[src/rtl/usb_tx_pkg.sv]
// Shared constants for the USB transmit path: encoder packet codes, payload
// widths, winner indices and the tx arbiter state encoding.
package usb_tx_pkg;

  localparam logic [1:0] PKT_NONE   = 2'b00;
  localparam logic [1:0] PKT_TOKEN  = 2'b01;
  localparam logic [1:0] PKT_HSHAKE = 2'b10;
  localparam logic [1:0] PKT_DATA   = 2'b11;

  localparam int DATA_W = 72;
  localparam int TOK_W  = 19;
  localparam int HS_W   = 8;

  // Bit positions inside the one-hot winner vector.
  localparam int WIN_HS  = 0;
  localparam int WIN_TOK = 1;
  localparam int WIN_DAT = 2;

  typedef enum logic [1:0] {
    ST_IDLE  = 2'd0,
    ST_ISSUE = 2'd1,
    ST_BUSY  = 2'd2
  } tx_arb_state_t;

  function automatic logic [1:0] win_code(input logic [2:0] win);
    logic [1:0] code;
    code = PKT_NONE;
    if (win[WIN_HS])       code = PKT_HSHAKE;
    else if (win[WIN_TOK]) code = PKT_TOKEN;
    else if (win[WIN_DAT]) code = PKT_DATA;
    return code;
  endfunction

endpackage

[src/rtl/tx_arb_pick.sv]
// Combinational winner select: handshake first, then token before data unless
// the starvation flag promotes data above token.
module tx_arb_pick
  import usb_tx_pkg::*;
(
  input  logic       hs_req,
  input  logic       tok_req,
  input  logic       dat_req,
  input  logic       starve,
  output logic [2:0] win
);

  always_comb begin
    win = 3'b000;
    if (hs_req)                 win[WIN_HS]  = 1'b1;
    else if (starve && dat_req) win[WIN_DAT] = 1'b1;
    else if (tok_req)           win[WIN_TOK] = 1'b1;
    else if (dat_req)           win[WIN_DAT] = 1'b1;
  end

endmodule

[src/rtl/tx_pkt_arbiter.sv]
// Shares the serial packet encoder among handshake, token and data sources.
// Define TX_ARB_STARVE_EN to let data overtake token after repeated token wins.
module tx_pkt_arbiter
  import usb_tx_pkg::*;
#(
  parameter int DATA_STARVE_LIMIT = 4
) (
  input  logic        clk,
  input  logic        rst_n,
  input  logic        hs_req,
  input  logic [7:0]  hs_pid,
  output logic        hs_gnt,
  output logic        hs_done,
  input  logic        tok_req,
  input  logic [18:0] tok_bits,
  output logic        tok_gnt,
  output logic        tok_done,
  input  logic        dat_req,
  input  logic [71:0] dat_bits,
  output logic        dat_gnt,
  output logic        dat_done,
  input  logic        free_inbound,
  output logic [1:0]  pkt_type,
  output logic [71:0] data,
  output logic [18:0] token,
  output logic [7:0]  hshake,
  output logic        busy
);

  tx_arb_state_t     state_q, state_d;
  logic [2:0]        win_q, win_d;
  logic [1:0]        pkt_type_q, pkt_type_d;
  logic [DATA_W-1:0] data_q, data_d;
  logic [TOK_W-1:0]  token_q, token_d;
  logic [HS_W-1:0]   hshake_q, hshake_d;
  logic              busy_q, busy_d;
  logic [2:0]        pick, gnt, done;
  logic              fire, starve;

  assign fire = (state_q == ST_IDLE) && free_inbound;

`ifdef TX_ARB_STARVE_EN
  localparam int CW = $clog2(DATA_STARVE_LIMIT + 1);
  localparam logic [CW-1:0] LIMIT = CW'(DATA_STARVE_LIMIT);

  logic [CW-1:0] starve_cnt_q, starve_cnt_d;

  assign starve = (starve_cnt_q == LIMIT);

  // Only token wins that actually bypass waiting data count as starvation.
  always_comb begin
    starve_cnt_d = starve_cnt_q;
    if (fire && pick[WIN_DAT])
      starve_cnt_d = '0;
    else if (fire && pick[WIN_TOK] && dat_req && (starve_cnt_q != LIMIT))
      starve_cnt_d = starve_cnt_q + 1'b1;
  end

  always_ff @(posedge clk or negedge rst_n) begin
    if (!rst_n) starve_cnt_q <= '0;
    else        starve_cnt_q <= starve_cnt_d;
  end
`else
  // Strict priority: the limit has no meaning, and a negative limit never occurs.
  assign starve = (DATA_STARVE_LIMIT < 0);
`endif

  tx_arb_pick u_pick (
    .hs_req (hs_req),
    .tok_req(tok_req),
    .dat_req(dat_req),
    .starve (starve),
    .win    (pick)
  );

  assign gnt  = fire ? pick : 3'b000;
  assign done = ((state_q == ST_BUSY) && free_inbound) ? win_q : 3'b000;

  always_comb begin
    state_d    = state_q;
    win_d      = win_q;
    pkt_type_d = PKT_NONE;
    data_d     = data_q;
    token_d    = token_q;
    hshake_d   = hshake_q;
    busy_d     = busy_q;
    case (state_q)
      ST_IDLE: begin
        if (fire && (pick != 3'b000)) begin
          state_d    = ST_ISSUE;
          win_d      = pick;
          pkt_type_d = win_code(pick);
          busy_d     = 1'b1;
          if (pick[WIN_HS])  hshake_d = hs_pid;
          if (pick[WIN_TOK]) token_d  = tok_bits;
          if (pick[WIN_DAT]) data_d   = dat_bits;
        end
      end
      ST_ISSUE: state_d = ST_BUSY;
      ST_BUSY: begin
        if (free_inbound) begin
          state_d = ST_IDLE;
          busy_d  = 1'b0;
        end
      end
      default: begin
        state_d = ST_IDLE;
        busy_d  = 1'b0;
      end
    endcase
  end

  always_ff @(posedge clk or negedge rst_n) begin
    if (!rst_n) begin
      state_q    <= ST_IDLE;
      win_q      <= 3'b000;
      pkt_type_q <= PKT_NONE;
      data_q     <= '0;
      token_q    <= '0;
      hshake_q   <= '0;
      busy_q     <= 1'b0;
    end else begin
      state_q    <= state_d;
      win_q      <= win_d;
      pkt_type_q <= pkt_type_d;
      data_q     <= data_d;
      token_q    <= token_d;
      hshake_q   <= hshake_d;
      busy_q     <= busy_d;
    end
  end

  assign hs_gnt   = gnt[WIN_HS];
  assign tok_gnt  = gnt[WIN_TOK];
  assign dat_gnt  = gnt[WIN_DAT];
  assign hs_done  = done[WIN_HS];
  assign tok_done = done[WIN_TOK];
  assign dat_done = done[WIN_DAT];
  assign pkt_type = pkt_type_q;
  assign data     = data_q;
  assign token    = token_q;
  assign hshake   = hshake_q;
  assign busy     = busy_q;

endmodule

[config.mk]
export PLATFORM = sky130hd
export DESIGN_NAME = tx_pkt_arbiter
export DESIGN_NICKNAME = d
export VERILOG_FILES = /design/src/rtl/usb_tx_pkg.sv /design/src/rtl/tx_arb_pick.sv /design/src/rtl/tx_pkt_arbiter.sv
export SDC_FILE = /design/constraint.sdc
export NUM_CORES = 1
export LEC_CHECK = 0
export BUFFER_PORTS_ARGS = -buffer_cell sky130_fd_sc_hd__buf_4
export CELL_PAD_IN_SITES_DETAIL_PLACEMENT = 1
export CELL_PAD_IN_SITES_GLOBAL_PLACEMENT = 1
export CORE_UTILIZATION = 32
export DETAILED_ROUTE_END_ITERATION = 6
export PLACE_DENSITY_LB_ADDON = 0.12
export SYNTH_ARGS = -nofsm -noshare
export SYNTH_HDL_FRONTEND = slang
export SYNTH_SLANG_ARGS = --single-unit
[constraint.sdc]
create_clock -name clk -period 1.46 [get_ports clk]
set_clock_uncertainty 0.05 [all_clocks]
set_input_delay 0.073 -clock clk [delete_from_list [all_inputs] [get_ports clk]]
set_output_delay 0.073 -clock clk [all_outputs]
set_load 0.05 [all_outputs]
# Yosys cells after proc, flatten, opt, wreduce, memory -nomap -nowiden
# Index checks and enable logic that the tools add are counted.
# word_totals
regBits	107
input_bits	105
word_cells	41
# classes
n_eq_ne	4
mux	18
bitwise	1
n_reduce_logical	11
# ops
cell	count
two-way mux 2 bit	8
AND reduction 3 bit	4
two-way mux 1 bit	6
two-way mux 3 bit	2
case mux 2 bit (3 select lines)	1
AND reduction 2 bit	2
logical AND 1 bit	3
case mux 1 bit (3 select lines)	1
nonzero test 3 bit	1
equality test 2 x 1 -> 1 bit (second input constant)	1
equality test 2 bit (second input constant)	1
zero test 2 bit	1
!= test 2 x 1 -> 1 bit (second input constant)	1
!= test 2 bit (second input constant)	1
NOT 1 bit	1

# Depth between registers and ports, before layout
# Gate-level depths: netlist (run 1).
# logic_depth
ltp_word	8
mapped_depth	5
ltp_nobuf	3

# By module
# A second synthesis (run 1) with hierarchy kept.
# unflattened
cells_unflattened	246
area_unflattened_um2	4403.0
# modules_own_cells
module	n_inst	cells_per_inst	area_each_um2	seq_area_each_um2
tx_pkt_arbiter	1	241	4365.4	2677.6
tx_arb_pick	1	5	37.5	0.0

# Worst setup path before layout (run 1)
# Ideal clock, no wire load.
# synth_path
path_type	register -> register
start	register state_q[0]
end	register hshake_q[0] (netlist: hshake[0])
setup_time_ns	0.125
arrival_ns	1.573
required_time_ns	1.285
slack_ns	-0.288
stages_incl_launch_ff	5
path_buffers	1
synth_period_minus_slack_ns	1.748
path_cell_list	dfrtp_1 > nor3b_4 > and2_1 > buf_2 > mux2_2
# synth_between
elab_chain_len	4
# synth_lines
item	line_no	text
start, declared	tx_pkt_arbiter.sv:30	tx_arb_state_t state_q, state_d;
start signal, assigned	tx_pkt_arbiter.sv:123	state_q <= state_d;
zero test 2 bit *	tx_pkt_arbiter.sv:40, tx_pkt_arbiter.sv:87	
logical AND 1 bit	tx_pkt_arbiter.sv:40	assign fire = (state_q == ST_IDLE) && free_inbound;
logical AND 1 bit	tx_pkt_arbiter.sv:89	if (fire && (pick != 3'b000)) begin
AND reduction 3 bit (no line) *	n/a	
end signal, assigned	tx_pkt_arbiter.sv:128	hshake_q <= hshake_d;
end, declared	tx_pkt_arbiter.sv:35	logic [HS_W-1:0] hshake_q, hshake_d;
# Mark *: on every way between the ends. The rest lies on a longest branch, timed or not.
# A chain may end at the register's enable or synchronous reset.

# Final worst setup path (run 1)
# layout_path
start	register state_q[1]
end	register token_q[0] (netlist: token[0])
# layout_between
elab_chain_len	4
# layout_lines
item	line_no	text
zero test 2 bit *	tx_pkt_arbiter.sv:40, tx_pkt_arbiter.sv:87	
logical AND 1 bit	tx_pkt_arbiter.sv:40	
logical AND 1 bit	tx_pkt_arbiter.sv:89	
AND reduction 3 bit (no line) *	n/a	
end signal, assigned	tx_pkt_arbiter.sv:127	token_q <= token_d;
end, declared	tx_pkt_arbiter.sv:34	logic [TOK_W-1:0] token_q, token_d;
# Marks and branches as above.

==> results of run 1 <==
sequential cells by signal (all words and copies together) (netlist names):
register	flops
data	72
token	19
hshake	8
win_q	3
pkt_type	2
state_q	2
busy	1
layout make-up:
type / instances / area, sq um
Fill cell: 1246 / 4768
Timing Repair Buffer: 358 / 3264
Sequential cell: 107 / 2678
Multi-Input combinational cell: 122 / 1623
Clock buffer: 12 / 246.5
Tap cell: 172 / 215.2
Clock inverter: 3 / 15.01
Inverter: 3 / 15.01
timing repair:
item / CTS / global route
hold buffers: 103 / 0
pin swaps: 7 / 6
cloned: 1 / 6
endpoints found under the hold margin: 210 / 0
gates resized for setup: 36 / 23
endpoints found under the setup margin: 105 / 112
setup buffers: 17 / 9
final timing paths:
path                             from  endpoint  slack (ns)  cells after the start
setup reg to reg           state_q[1]  token[0]       -0.29                      6
hold reg to reg              data[52]  data[52]        0.46                      1
max in group asynchronous       rst_n  data[50]        0.68                      3
hold / removal                dat_req  win_q[2]      -0.003                      3
setup / recovery           state_q[1]  token[0]       -0.29                      6
min in group asynchronous       rst_n  data[51]        0.22                      3
cell families after synthesis:
group | Yosys count | synth area share (%)
buf+inv | 14 | 2.694
simple gates | 16 | 2.342
compound gates | 6 | 0.8783
flops | 107 | 62.66
mux | 100 | 31.42
synth_stat cells (3+ instances only):
| library cell | count | area, sq um |
|---|---|---|
| and2_1 | 4 | 25.02 |
| buf_6 | 7 | 78.83 |
| dfrtp_1 | 107 | 2678 |
| inv_1 | 3 | 11.26 |
| mux2_2 | 41 | 461.7 |
| mux2_4 | 58 | 870.8 |
| nand2_1 | 3 | 11.26 |
| nor2_1 | 3 | 11.26 |
power groups by stage:
| stage | clock (mW) | combinational [mW] | sequential (mW) |
|---|---|---|---|
| after floorplan | 0 | 2.10 | 10.2 |
| after global placement | 0 | 10.2 | 5.26 |
| after detailed placement | 0 | 10.3 | 5.31 |
| after CTS | 2.31 | 10.8 | 5.32 |
| after global routing | 2.44 | 11.4 | 5.55 |
| final | 2.22 | 11.0 | 5.38 |
through the flow:
stage          util, %  worst slack, ns  power, mW  cells  setup TNS (ns)
2_1_floorplan        -          -0.1445      12.32    243          -10.78
3_3_place_gp     48.31          -0.1580      15.44    628          -10.65
3_5_place_dp     48.31          -0.2005      15.61    628          -12.74
4_1_cts          60.59          -0.2735      18.45    763          -22.01
5_1_grt          62.82          -0.3500      19.38    777          -30.69
6_report         62.82          -0.2899      18.61    777          -24.98
worst max-delay path: stages, from the launching register on:
cell,delay (ns)
dfrtp_1,0.42
nor3b_4,0.24
buf_4,0.13
and3b_2,0.21
buf_12,0.14
clkbuf_16,0.15
mux2_4,0.30
layer usage:
metal | vias to the layer above | global-route usage [%]
met1 | 1684 | 20.93
met4 | 0 | 4.808
met2 | 117 | 36.98
met3 | 13 | 6.686
li1 | 1552 | -
met5 | - | 0
==> summary.md, run 1 <==
| Metric | Value |
|---|---|
| Hold Slack | -0.002812 ns |
| Pin count of the biggest net entering global routing | 60 |
| Mapped Nets | 348 |
| Cts bufs inserted | 9 |
| Setup-failing EPs final | 108 |
| Critical Path Sink Type | flop |
| Final WL | 13730 um |
| Hold crit path type | in -> reg |
| Clock network power share | 11.9% |
| Max cap viols | 0 |
| Rel. slew slack | 56.89% |
| Core area | 12820 sq um |
| # clock sinks | 107 |
| Top Metal Used | met4 |
| Mapped Area | 4273 sq um |
| Initial antenna violation count | 0 |
| Final period utilization | 119.9% |
| First-pass DRT Iterations | 4 |
| Most used DFF post-synth | dfrtp_1 |
| CP Max Fanout | 6 |
| Initial Utilization | 33.32% |
| Critical Path AT | 1.93 ns |
| Synth Register Bits | 107 |
| DR iter-0 viols | 72 |
| CTS Buffer Depth | 2 |
| Total track usage | 19.69% |
| Vias in the first global route | 3981 |
| Drt drc | 0 |
| Wire length on met3 | 815 um |
| HPWL Detailed | 7812 um |
| CTS root buffer | clkbuf_16 |
| Antenna diodes | 0 |
| Top-Level Pins | 213 |
| Seq/Total Area, Yosys | 62.66% |
| RSZ-0062 raised after global routing | yes |
| DR WL/cell | 17.67 um |
| Netlist cell types | 20 |
| Reg clk slew, reported paths | 0.07 ns |
| Post-synth EDFFs | 0 |
| Failing checks | negative hold slack, negative setup slack |
| Crit Path Class | reg -> reg |
| Syn avg cell area | 17.58 sq um |
| Clk_lat worst skew | 0.35 ns |
| Switching share of power | 46.73% |
| Layout cell share with drive strength beyond 1 | 62.48% |
| Fin. Hold Viols | 1 |
| DIE WIDTH | 117.6 um |
| Routed length on met1 | 5147 um |
| Switch Pwr | 8.697 mW |
| Commonest non-fill, non-tap cell in the layout | buf_4 |
| GRT overflow | 0 |
| Max Fclk | 571.5 MHz |
| Die area | 13820 sq um |
| Global-route wire length before repair | 21040 um |
| Metal2 WL | 7618 um |
| Most frequent cells in the layout | buf_4 (224), dfrtp_1 (107), dlygate4sd3_1 (103), mux2_4 (85) |
| Via total after detailed routing | 3366 |
| Post-DRT Antenna Nets | 0 |
| Area growth syn-to-layout | 88.55% |
| Asr flop ratio synth | 100.0% |
| Outcome | finished, violations left |
| Worst Path Required | 1.64 ns |
| H-tree levels | 3 |
| Vias per cell | 4.332 |
| Placed Area | 6196 sq um |
| Crit path time final | 1.750 ns |
| Seq pwr share | 28.9% |
| P per Cell Area | 2310 nW/um^2 |
| Pleak | 4.120 nW |
| Combinational Power Share | 59.2% |
| Synth warn | 0 |
| I/O Buffers | 212 |
| Slew Limit Fails | 0 |
| Worst setup SP type | flop |
| Worst setup margin | -0.2899 ns |
| Slew @ Worst Pin | 0.6412 ns |
| Post-route design area | 8056 sq um |
| RD Place Congestion | 0.7009 |
| Synth Instances | 243 |
| VDD IR max | 0.001257 V |
| TritonCTS clock tree | built |
| Int Power | 9.912 mW |
| # nets final | 706 |
| FP Rows | 41 |
| Die height | 117.6 um |
Note: power is estimated with default switching activity, not from simulation.
==> inputs of run 2 (changes only) <==
PLACE_DENSITY = 0.74   (was default)
PLACE_DENSITY_LB_ADDON = default   (was 0.12)
==> run 2 against run 1 <==
Compared with the run above:
- the flow finishes with violations (negative setup slack)
- register-to-register slack about the same
- setup slack worse by 0.017 ns
- final cell count fell by 0.13%
- die area stayed put
- design area increased by 1.8%
- sequential power up 1%
- first-iteration DRC count increased by 78%
- power up 3.5%
- critical path depth is 2 lower
- worst hold slack better by 0.066 ns
- via count increased by 3.3%
==> summary.md, run 2 (synthesis results as in run 1) <==
| Metric | Value |
|---|---|
| Critical Path Sink Type | output pin |
| Core area | 12820 sq um |
| Crit path max-delay family | simple AND/OR/NAND/NOR gates |
| I/O Buffers | 212 |
| Initial antenna violation count | 0 |
| Hold depth | 3 |
| Hold Path Sink | state_q[1] |
| DR iter-0 viols | 128 |
| Max reg flops | 72 |
| Max cap viols | 0 |
| Cts bufs inserted | 9 |
| Wire length on met3 | 782 um |
| Max Fclk | 565.8 MHz |
| CP Max Fanout | 4 |
| Top Metal Used | met4 |
| DR WL/cell | 20.74 um |
| Critical Path AT | 1.64 ns |
| Final period utilization | 121.1% |
| # clock sinks | 107 |
| R2r setup slk | -0.29 ns |
| Worst path slowest cell | dfrtp_1 |
| Reg clk slew, reported paths | 0.07 ns |
| Fin. Hold Viols | 0 |
| Worst path bufs/invs | 2 |
| Crit path time final | 1.767 ns |
| Most frequent cells in the layout | buf_4 (213), dfrtp_1 (107), dlygate4sd3_1 (103), mux2_4 (85), clkbuf_16 (15) |
| Pin count of the biggest net entering global routing | 108 |
| Worst setup margin | -0.3073 ns |
| P per Cell Area | 2347 nW/um^2 |
| CTS Buffer Depth | 2 |
| Die area | 13820 sq um |
| Total track usage | 21.32% |
| Worst setup SP type | flop |
| # nets final | 705 |
| Via total after detailed routing | 3478 |
| DIE WIDTH | 117.6 um |
| RSZ-0062 raised after global routing | yes |
| Commonest non-fill, non-tap cell in the layout | buf_4 |
| Metal2 WL | 8759 um |
| Top-Level Pins | 213 |
| CTS root buffer | clkbuf_16 |
| RD Place Congestion | 0.7467 |
| Hold crit path type | in -> reg |
| Reg2Reg Depth | 5 |
| Worst R2R End | token[12] |
| Routed length on met1 | 6065 um |
| Rel. slew slack | 61.33% |
| Worst Path Required | 1.34 ns |
| Outcome | finished, violations left |
| TritonCTS clock tree | built |
| # fillers | 1211 |
| Area growth syn-to-layout | 92.01% |
| FP Rows | 41 |
| VDD IR max | 0.001194 V |
| Drt drc | 0 |
| Slew Limit Fails | 0 |
| Final WL | 16090 um |
| GRT overflow | 0 |
| Slew @ Worst Pin | 0.5800 ns |
| Critical Path, Cell by Cell | nor3b_4 -> and3b_2 -> buf_12 -> buf_12 |
| Global-route wire length before repair | 22570 um |
| Crit Path Class | reg -> out |
| Antenna diodes | 0 |
| Initial Utilization | 33.32% |
| Clk_lat worst skew | 0.33 ns |
| First-pass DRT Iterations | 4 |
| Pre-CTS WS | -0.2053 ns |
| Setup TNS | -22.67 ns |
| Pleak | 4.177 nW |
| Hold Path Origin | free_inbound |
| CP peak stage delay | 0.42 ns |
| Die height | 117.6 um |
| CP dominant cell by count | buf_12 |
| Post-DRT Antenna Nets | 0 |
| Multi-input gate area | 1628 sq um |
| Layout cell share with drive strength beyond 1 | 62.75% |
| HPWL Detailed | 7388 um |
| Reg area | 2678 sq um |
| Failing checks | negative setup slack |
| Start of the worst register-to-register path | state_q[1] |
| Vias per cell | 4.482 |
| Setup-failing EPs final | 106 |
| Vias in the first global route | 4019 |
| H-tree levels | 3 |
[run 2: cell count changes in the layout (fill, tap and decap cells not counted), sizes merged]
cell | before | now
clkinv | 3 | 2
buf | 250 | 248
clkinvlp | 1 | 2
clkbuf | 17 | 16
bufinv | 0 | 2
[run 2: worst register-to-register path, delay by kind of cell (launching register included)]
family	cells	cell delay [ns]
flops	1	0.42
simple gates	2	0.61
buf+inv	2	0.27
mux	1	0.30
[run 2: per-layer routing]
layer / vias to the layer above / global-route usage [%]
met5: - / 0
met3: 34 / 4.603
met4: 0 / 8.974
li1: 1560 / -
met1: 1736 / 23.54
met2: 148 / 39.31
[run 2: power by group]
group | total, mW | leakage (nW) | switching [mW] | internal [mW]
clock network | 2.61 | 0.154 | 1.07 | 1.54
registers | 5.45 | 1.29 | 1.01 | 4.44
logic | 11.2 | 2.73 | 6.88 | 4.32
total | 19.3 | 4.18 | 8.96 | 10.3
[run 2: per-stage QoR]
stage	utilization, %	hold slack [ns]	std cells	power [mW]	area (sq um)
after floorplan	-	-0.2726	243	12.32	4338
after global placement	48.06	0.1412	627	15.41	6163
after detailed placement	48.06	0.1479	627	15.59	6163
after CTS	61.00	0.006508	755	18.88	7824
after global routing	63.97	0.08119	776	19.94	8204
final	63.97	0.06347	776	19.25	8204
[run 2: area by class of cell]
type,instances,area share [%]
Clock inverter,5,0.9456
Multi-Input combinational cell,122,19.84
Tap cell,172,2.623
Sequential cell,107,32.64
Inverter,3,0.1830
Clock buffer,10,2.913
Timing Repair Buffer,357,40.86
[run 2: how the worst max path moves through the flow]
stage                     startpoint         to  slack (ns)  cells after the start
after floorplan           state_q[1]  token[10]       -0.14                      4
after global placement    state_q[1]   token[7]       -0.15                      4
after detailed placement  state_q[1]   token[4]       -0.21                      4
after CTS                 state_q[0]   token[0]       -0.30                      4
after global routing      state_q[1]    dat_gnt       -0.36                      5
final                     state_q[1]    tok_gnt       -0.31                      4
[run 2: what timing repair did]
action                     in CTS  in global routing
setup buffers                  11                 12
setup endpoints to repair     105                108
pin swaps                       8                  4
cloned                          1                 10
hold buffers                  103                  0
hold endpoints to repair      208                  0
resized for setup              47                 25
==> inputs of run 3 (changes only) <==
--- a/constraint.sdc
+++ b/constraint.sdc
@@ -3,3 +3,3 @@
 set_input_delay 0.073 -clock clk [delete_from_list [all_inputs] [get_ports clk]]
 set_output_delay 0.073 -clock clk [all_outputs]
-set_load 0.05 [all_outputs]
+set_load 0.01 [all_outputs]
==> run 3 against run 2 <==
Compared with the run above:
- the flow still finishes with violations (negative setup slack)
- power decreased by 21%
- routed wire length increased by 1.8%
- die area unchanged
- via count increased by 2.2%
- non-clock buffer count increased by 8
==> summary.md, run 3 (synthesis results as in run 1) <==
| Metric | Value |
|---|---|
| Via total after detailed routing | 3555 |
| Core area | 12820 sq um |
| Worst setup margin | -0.3109 ns |
| Setup TNS | -27.35 ns |
| Finished Layout Cells | 785 |
| H-tree levels | 3 |
| # nets final | 713 |
| RSZ-0062 raised after global routing | yes |
| Setup-failing EPs final | 109 |
| RD Place Congestion | 0.7478 |
| First-pass DRT Iterations | 4 |
| Crit path time final | 1.771 ns |
| GRT overflow | 0 |
| VDD IR max | 0.001141 V |
| Clk_lat worst skew | 0.35 ns |
| Hold crit path type | in -> reg |
| DIE WIDTH | 117.6 um |
| Drt drc | 0 |
| HPWL Detailed | 7903 um |
| Top-Level Pins | 213 |
| Final WL | 16390 um |
| Vias per cell | 4.529 |
| Most frequent cells in the layout | buf_4 (216), dfrtp_1 (107), dlygate4sd3_1 (104), mux2_4 (86), buf_6 (21) |
| Pleak | 4.248 nW |
| DR WL/cell | 20.88 um |
| Critical Path Sink Type | flop |
| CTS Buffer Depth | 2 |
| Reg clk slew, reported paths | 0.07 ns |
| Crit Path Class | reg -> reg |
| Vias in the first global route | 4255 |
| Die height | 117.6 um |
| Max reg flops | 72 |
| CTS root buffer | clkbuf_16 |
| Placed Cells | 628 |
| Slew Limit Fails | 0 |
| Worst Path Required | 1.64 ns |
| Critical Path AT | 1.95 ns |
| Hold Slack | 0.04356 ns |
| Commonest non-fill, non-tap cell in the layout | buf_4 |
| Cts bufs inserted | 9 |
| Antenna diodes | 0 |
| Failing checks | negative setup slack |
| Global-route wire length before repair | 24980 um |
| Pre-CTS WS | -0.2154 ns |
| Final period utilization | 121.3% |
| FP Rows | 41 |
| Initial antenna violation count | 0 |
| Slew @ Worst Pin | 0.4733 ns |
| Worst setup SP type | flop |
| Fin. Hold Viols | 0 |
| Rel. slew slack | 68.18% |
| Layout cell share with drive strength beyond 1 | 62.48% |
| Max Fclk | 564.7 MHz |
| TritonCTS clock tree | built |
| Post-DRT Antenna Nets | 0 |
| I/O Buffers | 212 |
| Outcome | finished, violations left |
| Pin count of the biggest net entering global routing | 48 |
| Max cap viols | 0 |
| # clock sinks | 107 |
| Total track usage | 23.99% |
| Initial Utilization | 33.32% |
| CP Max Fanout | 6 |
| DR iter-0 viols | 86 |
| Area growth syn-to-layout | 94.29% |
| Die area | 13820 sq um |
| P per Cell Area | 1830 nW/um^2 |
[run 3: cell count changes in the layout (fill, tap and decap cells not counted), moves of 2 or more]
| cell | delta |
|---|---|
| and2_4 | -2 |
| buf_8 | -2 |
| buf_6 | +8 |
| buf_4 | +3 |
| clkinvlp_4 | -2 |
| bufinv_16 | +2 |
| clkinv_2 | -2 |
| clkbuf_16 | -3 |
| and2_1 | +2 |
[run 3: final timing paths]
| check | cells past startpoint | end | slack [ns] | startpoint |
|---|---|---|---|---|
| worst max-delay path | 6 | data[3] | -0.31 | state_q[1] |
| worst min-delay path | 4 | busy | 0.04 | free_inbound |
| worst max register to register | 6 | data[3] | -0.31 | state_q[1] |
| worst min register to register | 1 | win_q[1] | 0.43 | win_q[1] |
| max in group asynchronous | 3 | data[27] | 0.61 | rst_n |
| min in group asynchronous | 2 | token[0] | 0.15 | rst_n |
[run 3: repair_timing]
| item | 4_1_cts | 5_1_grt |
|---|---|---|
| pin swaps | 3 | 2 |
| endpoints found under the setup margin | 105 | 110 |
| resized for setup | 56 | 20 |
| hold buffers | 104 | 0 |
| setup buffers | 19 | 16 |
| endpoints found under the hold margin | 208 | 0 |
| gates cloned | 8 | 4 |
[run 3: layer usage]
metal	vias to the layer above	track usage, %	wire [um]
met5	-	0	0
li1	1581	-	-
met1	1802	24.14	5827
met3	31	6.977	939
met2	141	47.34	9285
met4	0	6.410	335
[run 3: critical path, stage by stage, from the launching register on]
cell     delay [ns]
dfrtp_1        0.42
nor3b_4        0.25
buf_6          0.15
nand3_4        0.15
buf_6          0.19
buf_16         0.14
mux2_4         0.31
[run 3: final cells by class]
type | instances | area, sq um
multi-input cells | 122 | 1619
repair buffers | 365 | 3397
flip-flops and latches | 107 | 2678
well taps | 172 | 215.2
clock inverters | 4 | 120.1
clock buffers | 12 | 256.5
fillers | 1216 | 4523
inverters | 3 | 16.27
[run 3: metrics by stage]
step | power [mW] | cell area, sq um | util [%]
global placement | 10.80 | 6173 | 48.14
floorplan | 7.880 | 4307 | -
detailed placement | 11.03 | 6173 | 48.14
global route | 15.89 | 8302 | 64.73
finish | 15.19 | 8302 | 64.73
CTS | 14.88 | 8178 | 63.77
[run 3: where the power goes]
part | total [mW] | switching [mW] | leakage, nW | internal (mW)
Clock | 3.04 | 1.09 | 0.183 | 1.95
Combinational | 6.69 | 2.45 | 2.77 | 4.24
Sequential | 5.46 | 1.02 | 1.29 | 4.44
